File: src/rtl/fetch_queue.sv
// Instruction fetch front-end: 32-bit fetch, 16-bit halfword queue, 1 issue/cycle.
// Define FETCH_PREDECODE_EN to halt fetch after an issued jump/branch until redirect.
module fetch_queue #(
    parameter int DEPTH  = 8,
    parameter int ADDR_W = 30
) (
    input  logic              cpu_clk,
    input  logic              cpu_rst,
    output logic              ins_req,
    output logic [ADDR_W-1:0] addr,
    input  logic              ins_res,
    input  logic [31:0]       data,
    input  logic              stall,
    input  logic              pc_en,
    input  logic [ADDR_W:0]   pc,
    output logic [15:0]       ins,
    output logic              ins_en,
    output logic [15:0]       ext,
    output logic              ext_en
);
    localparam int PW = $clog2(DEPTH);
    localparam int CW = PW + 1;

    logic [15:0]       mem [DEPTH];
    logic [PW-1:0]     rd_ptr;
    logic [PW-1:0]     wr_ptr;
    logic [CW-1:0]     count;
    logic              outstanding;
    logic              discard;
    logic              skip_low;
    logic              halt;
    logic [ADDR_W-1:0] ip;

    logic [15:0] head;
    logic [15:0] next_h;
    logic        accept;
    logic        load;
    logic        take1;
    logic        take2;
    logic        brk;
    logic [1:0]  n_push;
    logic [1:0]  n_pop;

    assign head   = mem[rd_ptr];
    assign next_h = mem[rd_ptr + PW'(1)];
    assign addr   = ip;

    // A redirect cycle never issues a request so the new target is fetched next cycle
    always_comb begin
        ins_req = !cpu_rst && !outstanding && !halt && !pc_en
                  && (count <= CW'(DEPTH - 2));
        accept  = ins_res && outstanding && !discard && !pc_en;
        load    = !pc_en && (!ins_en || !stall);
        take1   = load && !halt && (count != '0) && !head[15];
        take2   = load && !halt && (count >= CW'(2)) && head[15];
        n_push  = 2'd0;
        if (accept) n_push = skip_low ? 2'd1 : 2'd2;
        n_pop   = 2'd0;
        if (take2)      n_pop = 2'd2;
        else if (take1) n_pop = 2'd1;
`ifdef FETCH_PREDECODE_EN
        brk = (take1 || take2) && (head[14:10] == 5'b11111
                                   || head[14:10] == 5'b11100
                                   || head[14:10] == 5'b11101);
`else
        brk = 1'b0;
`endif
    end

    always_ff @(posedge cpu_clk) begin
        if (accept) begin
            if (skip_low) begin
                mem[wr_ptr] <= data[31:16];
            end else begin
                mem[wr_ptr]          <= data[15:0];
                mem[wr_ptr + PW'(1)] <= data[31:16];
            end
        end
    end

    always_ff @(posedge cpu_clk or posedge cpu_rst) begin
        if (cpu_rst) begin
            rd_ptr      <= '0;
            wr_ptr      <= '0;
            count       <= '0;
            outstanding <= 1'b0;
            discard     <= 1'b0;
            skip_low    <= 1'b0;
            halt        <= 1'b0;
            ip          <= '0;
            ins         <= '0;
            ins_en      <= 1'b0;
            ext         <= '0;
            ext_en      <= 1'b0;
        end else if (pc_en) begin
            ip          <= pc[ADDR_W:1];
            skip_low    <= pc[0];
            rd_ptr      <= '0;
            wr_ptr      <= '0;
            count       <= '0;
            ins_en      <= 1'b0;
            ext_en      <= 1'b0;
            halt        <= 1'b0;
            // A response in this same cycle is the one in flight; it is simply dropped
            discard     <= outstanding && !ins_res;
            outstanding <= outstanding && !ins_res;
        end else begin
            rd_ptr <= rd_ptr + PW'(n_pop);
            wr_ptr <= wr_ptr + PW'(n_push);
            count  <= count + CW'(n_push) - CW'(n_pop);
            if (ins_req) begin
                outstanding <= 1'b1;
                ip          <= ip + ADDR_W'(1);
            end
            if (ins_res && outstanding) begin
                outstanding <= 1'b0;
                discard     <= 1'b0;
                if (accept) skip_low <= 1'b0;
            end
            if (load) begin
                if (take1 || take2) begin
                    ins    <= head;
                    ins_en <= 1'b1;
                    ext_en <= take2;
                    if (take2) ext <= next_h;
                end else begin
                    ins_en <= 1'b0;
                    ext_en <= 1'b0;
                end
            end
            if (brk) halt <= 1'b1;
        end
    end
endmodule
File: config.mk
export PLATFORM = sky130hd
export DESIGN_NAME = fetch_queue
export DESIGN_NICKNAME = d
export VERILOG_FILES = /design/src/rtl/fetch_queue.sv
export SDC_FILE = /design/constraint.sdc
export NUM_CORES = 1
export LEC_CHECK = 0
export ABC_CLOCK_PERIOD_IN_PS = 2900
export BUFFER_PORTS_ARGS = -buffer_cell sky130_fd_sc_hd__buf_4
export CAP_MARGIN = 20
export CORE_MARGIN = 5
export CORE_UTILIZATION = 50
export CTS_CLUSTER_SIZE = 30
export DETAILED_ROUTE_END_ITERATION = 10
export PLACE_DENSITY = 0.73
export SETUP_SLACK_MARGIN = 0.05
export SLEW_MARGIN = 40
export SYNTH_ARGS = -nofsm -noshare
export SYNTH_HDL_FRONTEND = slang
export SYNTH_SLANG_ARGS = --single-unit
File: constraint.sdc
create_clock -name cpu_clk -period 2.9 [get_ports cpu_clk]
set_input_delay 0.435 -clock cpu_clk [delete_from_list [all_inputs] [get_ports cpu_clk]]
set_output_delay 0.435 -clock cpu_clk [all_outputs]
set_load 0.02 [all_outputs]
* Word-level counts from Yosys, hierarchy flattened
Memory sizes are Yosys's and may differ from the RTL's. A register that Yosys moved wholly into a read port is not among the register bits. Cells that the tools add are included.
Storage, ports and cells: bits in writable memories 128, logic and storage cells 83, memories 1, register bits after elaboration 61, output and inout bits 65, input port bits 68
Memories:
- mem | words 8, width 16, read ports 2, clocked after memory_dff 1, wr ports 2, line 24 | logic [15:0] mem [DEPTH];
Cells by class: add/subtract/negate cells 7, bitwise gates (word level) 2, reductions and logical operators 31, muxes and demuxes 30, $lt $le $gt $ge 2
Operator list (number):
- two-way mux 30 bit | 2
- adder 30 x 1 -> 30 bit, second input constant | 1
- two-way mux 1 bit | 21
- two-way mux 16 bit | 1
- logical AND 1 bit | 12
- logical NOT 1 bit | 8
- nonzero test 2 bit | 4
- adder 3 x 1 -> 3 bit, second input constant | 2
- adder 3 x 2 -> 3 bit | 2
- two-way mux 2 bit | 3
- two-way mux 3 bit | 2
- adder 4 x 2 -> 4 bit | 1
- >= comparator 4 x 2 -> 1 bit, second input constant | 1
- <= comparator 4 x 3 -> 1 bit, second input constant | 1
- two-way mux 4 bit | 1
- AND reduction 4 bit | 1
- nonzero test 4 bit | 1
- subtractor 4 x 2 -> 4 bit | 1
- AND reduction 3 bit | 1
- nonzero test 3 bit | 1
- logical OR 1 bit | 2
- AND reduction 2 bit | 1
- inverter 1 bit | 1
- bitwise OR 1 bit | 1

* Longest topological paths before layout
Gate-level depths: netlist (run 1).
depth after elaboration 9, gate-level depth with buffers 13, depth with buffers taken out 12

* Worst setup path before layout (run 1)
No wires, ideal clock.
path type register to register, from register rd_ptr[0], to register count[3], data arrival time 3027 ps, period minus slack after synthesis 3159 ps, stages on the path, launching flop included 13, slack -259 ps, required time 2768 ps, cells stage by stage dfrtp_1 buf_6 mux2i_1 mux4_2 or2_1 buf_2 buf_6 fa_1 ha_1 a21o_1 a21oi_1 xnor2_1 nor2_1
On the way: cells in the longest elaborated chain, start to end 7, elaborated cells between the ends (all ways) 8, those cells by class add/sub (1); mux (3); reduce/logical (3); memory (1)
Ends and longest elaborated chain:
- start, declared | line 25 | logic [PW-1:0] rd_ptr;
- start signal, assigned | line 108 | rd_ptr <= rd_ptr + PW'(n_pop);
- memory (8 x 16 bit) (*)
- logical NOT 1 bit | line 54 | take1 = load && !halt && (count != '0) && !head[15];
- logical AND 1 bit | line 54
- two-way mux 1 bit | line 60 | else if (take1) n_pop = 2'd1;
- two-way mux 2 bit (*) | line 59 | if (take2) n_pop = 2'd2;
- subtractor 4 x 2 -> 4 bit (*) | line 110 | count <= count + CW'(n_push) - CW'(n_pop);
- two-way mux 4 bit (*) | line 95 | end else if (pc_en) begin
- end signal, assigned | line 110
- end, declared | line 27 | logic [CW-1:0] count;
Every way passes the cells marked *; elsewhere a longest branch is shown, timed or not. A chain may end at the register's enable or synchronous reset.

* Final worst setup path (run 1)
Ends and elaborated chain as after synthesis.

==> flow_summary.yaml, run 1 <==
setup_path:
  crit_path_cell_trace: "mux2i_1 > mux4_2 > or2_4 > fa_1 > ha_1 > a21o_1 > a21oi_2 > xnor2_1 > nor2_1"
  reg2reg_slack_ns: 0.07
  end_kind: "register"
  rr_worst_depth: 9
  critPathLaunchType: "register"
  crit_fanout: 6
  arrival_ns: 3.19
  rr_startpoint: "rd_ptr[0]"
  critical-path-top-delay-family: "adder cells"
  cp_data_required_time_ns: 3.26
  cp_slowest_cell: "fa_1"
  r2r-end: "count[3]"
  cp_num_buf_inv: 0
  path_class: "register to register"
  cp_num_cells: 9
  critical_path.max_stage_delay_ns: 0.57
timing:
  finalCriticalPeriod_ns: 2.826
  rsz0062_at_grt: "true"
  tns_ns: 0
  max_slew_margin_pct: 53.77
  skew_ns: 0.02093
  max_freq_mhz: 353.9
  setup-violations-final: 0
  fin_crit_sh_pct: 97.44
  worst_slew_pin_slew_ns: 0.6934
  finalHoldViolations: 0
  final-max-slew-violation-count: 0
logic_synthesis:
  avgSynthCellArea_sq_um: 11.26
  syn_nets: 1071
  synth_cells: 987
  ys_seq_elements: 205
  synth_ff_type: "edfxtp_1"
  ys_seq_area_share_pct: 51.94
  ys_top_cells_by_area: "edfxtp_1 35%, dfrtp_1 17%, mux4_2 13%"
  yosysUniqueCellTypes: 44
  ys_warn_count: 0
  yosysTopAreaCellShare_pct: 34.59
  synth_edf_count: 128
  synth_top_cell_by_area: "edfxtp_1"
  synth_area_sq_mm: 0.01111
  async_flop_share_pct: 37.56
grt:
  overflow: 0
  grt_pass1_vias: 8384
  grt.total_usage_pct: 22.51
  grt_max_degree: 76
  grt_first_pass_wirelength_um: 46540
  grt_antenna_before_repair: 0
hold_path:
  worstHoldEndpoint: "outstanding"
  hold_depth: 2
  min_from: "ins_res"
  hp-class: "input port to register"
finish:
  final_net_count: 1205
  layoutNonFillerInstCount: 1417
  drive_gt1_share_pct: 28.58
  final_util_pct: 61.50
  antenna_cells: 0
  area_growth_pct: 20.80
  stdcell_area_sq_mm: 0.01342
routing:
  wl_per_cell_um: 20.59
  dr.pass1.iters: 5
  num_vias: 8379
  drtIter0Drc: 700
  wl_um: 29180
  wl_met2_um: 14780
  routed-wl-met3_um: 2274
  dr.max_layer_used: "met4"
  ant_nets: 0
  drt-vias-per-instance: 5.913
  wl_met1_um: 11380
  drc: 0
die:
  dieArea_sq_mm: 0.02530
  die_w_um: 159.1
  die_h_um: 159.1
  start_util_pct: 50.91
  rows: 54
  io_pins: 133
  core_area_sq_mm: 0.02182
place:
  gp_congestion: 0.8236
  numPlacedInstances: 1372
  place_area_sq_mm: 0.01263
  io_buffers: 132
  place_hpwl_um: 19760
clocking:
  cts_tree: "done"
  cts_inserted_buffers: 23
  clkTransAtPathRegs_ns: 0.06
  clk-insertion-delay-late_ns: 0.51
  clockBufferDepth: 3
  cts_sinks: 205
  htreeDepth: 1
  cts_root_buf: "clkbuf_16"
job:
  drv_cap: 0
power:
  power.density_mw_per_mm2: 764.2
  vdd_drop_max_mv: 0.4156
  p_leak_nw: 5.083
  finalPower_mw: 10.26
outcome:
  status: "finished clean"
-- what timing repair did --
action	in CTS	in global routing
hold endpoints to repair	23	0
endpoints found under the setup margin	1	3
setup buffers	2	1
gates cloned	0	0
pin swaps	1	2
gates resized for setup	0	3
hold buffers	1	0
-- cell families (layout without fill, tap and decap cells) --
family,Yosys count,after routing,share of synthesized area [%]
buffers and inverters,107,257,4.110
and+or+nand+nor,311,311,12.23
AOI/OAI and AO/OA,205,205,9.989
DFF,205,205,51.94
adders and majority gates,16,16,2.072
muxes,107,107,16.82
xor gates and xnor gates,36,36,2.838
-- placed cells by master (no fill, tap or decap), types with 13 or more instances in the layout --
cell | Yosys | routed
a21oi_1 | 131 | 130
a31oi_1 | 15 | 15
buf_4 | 2 | 190
clkbuf_16 | 0 | 24
dfrtp_1 | 77 | 76
edfxtp_1 | 128 | 128
inv_1 | 20 | 19
mux2i_1 | 38 | 38
mux4_2 | 63 | 63
nand2_1 | 85 | 85
nand3_1 | 13 | 13
nor2_1 | 156 | 156
nor4_1 | 18 | 18
o21ai_0 | 34 | 28
xnor2_1 | 25 | 25
-- layer usage --
metal  global-route usage (%)  up-vias
met5                        0        -
met4                    6.165        0
met3                    4.116       65
met2                    38.66      397
met1                    29.60     4040
li1                         -     3877
-- worst max-delay path by stage --
stage | startpoint | to | slack, ns
2_1_floorplan | rd_ptr[0] | count[3] | -0.16
6_report | rd_ptr[0] | count[3] | 0.07
5_1_grt | rd_ptr[0] | count[3] | -0.04
3_5_place_dp | rd_ptr[0] | count[3] | -0.08
3_3_place_gp | rd_ptr[0] | count[3] | -0.05
4_1_cts | rd_ptr[0] | count[3] | 0.05
-- cells in the mapped netlist (4+ instances only) --
cell type  number
a21oi_1       131
a31oi_1        15
and4_1          6
buf_1           5
buf_2          14
buf_6           4
clkbuf_1       62
dfrtp_1        77
edfxtp_1      128
fa_1            4
ha_1           12
inv_1          20
mux2_2          5
mux2i_1        38
mux4_2         63
nand2_1        85
nand3_1        13
nand4_1         7
nor2_1        156
nor2b_1         6
nor3_1          7
nor4_1         18
o21ai_0        34
o21ai_1         6
o21ai_2        10
xnor2_1        25
xor2_1         11
-- flip-flops by register name, summed over array words and instances, names as in the netlist --
name / count
ext: 16
mem: 128
count: 4
discard: 1
ins: 16
skip_low: 1
ins_en: 1
outstanding: 1
wr_ptr: 3
ext_en: 1
addr: 30
rd_ptr: 3
-- final cells by class --
class	count	area (sq um)
repair buffers	196	1528
fillers	1689	8402
clock buffers	34	688.2
clock inverters	7	62.56
flip-flops and latches	205	5774
inverters	20	76.32
well taps	280	350.3
multi-input cells	675	4942
-- power breakdown --
part | total [mW] | switching (mW) | internal (mW)
clock network | 2.88 | 1.16 | 1.73
registers | 3.73 | 0.266 | 3.46
logic | 3.64 | 1.91 | 1.73
-- stage by stage --
stage,hold WS (ns),worst slack [ns]
finish,0.1298,0.07416
global route,0.1251,-0.03856
CTS,0.1066,0.05047
detailed placement,0.4688,-0.08170
global placement,0.4628,-0.05392
floorplan,0.5090,-0.1591
(Power assumes the default switching activity.)
==> run 2: changes to the inputs <==
Settings changed: CORE_UTILIZATION 50 to 23, CTS_CLUSTER_SIZE 30 to default, PLACE_DENSITY 0.73 to default.
==> flow_summary.yaml, run 2 (synthesis results as in run 1) <==
grt:
  grt_first_pass_wirelength_um: 49980
  grt.total_usage_pct: 11.91
  grt_pass1_vias: 8171
  grt_antenna_before_repair: 0
  grt_max_degree: 76
  overflow: 0
finish:
  largest_reg_flops: 128
  final_common_cell: "buf_4"
  area_growth_pct: 24.27
  final_net_count: 1200
  stdcell_area_sq_mm: 0.01381
  antenna_cells: 0
  fillers: 4825
  final_cell_mix: "186 x buf_4, 156 x nor2_1, 130 x a21oi_1"
  layoutNonFillerInstCount: 1749
  final_util_pct: 28.92
  top_register: "mem"
  drive_gt1_share_pct: 28.31
routing:
  drt-vias-per-instance: 4.651
  wl_um: 32130
  drc: 0
  ant_nets: 0
  wl_per_cell_um: 18.37
  drtIter0Drc: 585
  dr.pass1.iters: 5
  num_vias: 8135
place:
  gp_congestion: 0.8004
  place_hpwl_um: 22310
  place_area_sq_mm: 0.01301
  numPlacedInstances: 1704
  dpl_worst_slack_ns: 0.006043
  io_buffers: 132
die:
  rows: 80
  start_util_pct: 23.27
  dieArea_sq_mm: 0.05280
  io_pins: 133
  die_w_um: 229.8
  die_h_um: 229.8
  core_area_sq_mm: 0.04775
clocking:
  cts_tree: "done"
  clockBufferDepth: 3
  cts_sinks: 205
  cts-hold-fix-buffers: 0
  clk-insertion-delay-late_ns: 0.54
  cts_inserted_buffers: 24
  cts_root_buf: "clkbuf_16"
  htreeDepth: 1
  clkTransAtPathRegs_ns: 0.06
timing:
  skew_ns: 0.01601
  worst_slew_pin_slew_ns: 0.7264
  fin_crit_sh_pct: 96.55
  finalCriticalPeriod_ns: 2.800
  max_slew_margin_pct: 51.57
  rsz0062_at_grt: "true"
  timing.hold.ws_ns: -0.02919
  setup-violations-final: 0
  max_freq_mhz: 357.2
  tns_ns: 0
  finalHoldViolations: 35
  final-max-slew-violation-count: 0
  fin_ws_ns: 0.1001
setup_path:
  critical_path.max_stage_delay_ns: 0.52
  cp_slowest_cell: "dfrtp_4"
  crit_fanout: 6
  crit_path_cell_trace: "mux2i_1 > mux4_2 > or2_4 > fa_1 > ha_1 > a21o_1 > a21oi_2 > xnor2_1 > nor2_1"
  arrival_ns: 3.19
  cp_data_required_time_ns: 3.29
  end_kind: "register"
  path_class: "register to register"
  critPathLaunchType: "register"
hold_path:
  hp-class: "input port to asynchronous set/reset pin"
power:
  power.density_mw_per_mm2: 754.3
  p_leak_nw: 5.065
  finalPower_mw: 10.41
  vdd_drop_max_mv: 0.4656
job:
  drv_cap: 0
outcome:
  violations: "negative hold slack"
  status: "complete, but fails checks"
## run 2: area by class of cell
type	instances	area, sq um	area share (%)
sequential	205	5774	41.82
multi-input combinational	675	4928	35.70
timing repair buffer	190	1468	10.63
tap	615	769.5	5.573
clock buffer	34	668.1	4.839
clock inverter	10	121.4	0.8790
inverter	20	77.57	0.5618
## run 2: final timing paths
kind	slack [ns]	startpoint	endpoint	depth (start not counted)
hold reg to reg	0.48	ext[14]	ext[14]	2
setup reg to reg	0.10	rd_ptr[0]	count[3]	9
setup / recovery	0.10	rd_ptr[0]	count[3]	9
min in group cpu_clk	0.11	ins_res	outstanding	2
max in group asynchronous	2.33	cpu_rst	ins[0]	3
hold / removal	-0.03	cpu_rst	outstanding	2
## run 2: repair_timing
item / 4_1_cts / 5_1_grt
setup buffers: 1 / 0
pin swaps: 1 / 1
setup endpoints to repair: 2 / 3
gates cloned: 0 / 0
gates resized for setup: 1 / 0
## run 2: metal layers
metal  up-vias  track usage [%]  wire [um]
li1       3851                -          -
met1      4016            15.19      13490
met2       224            20.85      16280
met3        44            2.085       1654
met4         0            3.325        702
met5         -                0          0
## run 2: where the power goes
part	switching, mW	internal, mW	leakage, nW
Clock	1.24	1.79	0.385
Sequential	0.287	3.46	2.09
Combinational	1.91	1.72	2.59
Total	3.44	6.98	5.06
## run 2: worst max-delay path: cells and delay by family (launching register included)
kind,cells,cell delay (ns)
muxes,2,0.64
AOI/OAI and AO/OA,2,0.29
xor gates and xnor gates,1,0.13
adders and majority gates,2,0.78
DFF,1,0.52
and+or+nand+nor,2,0.31
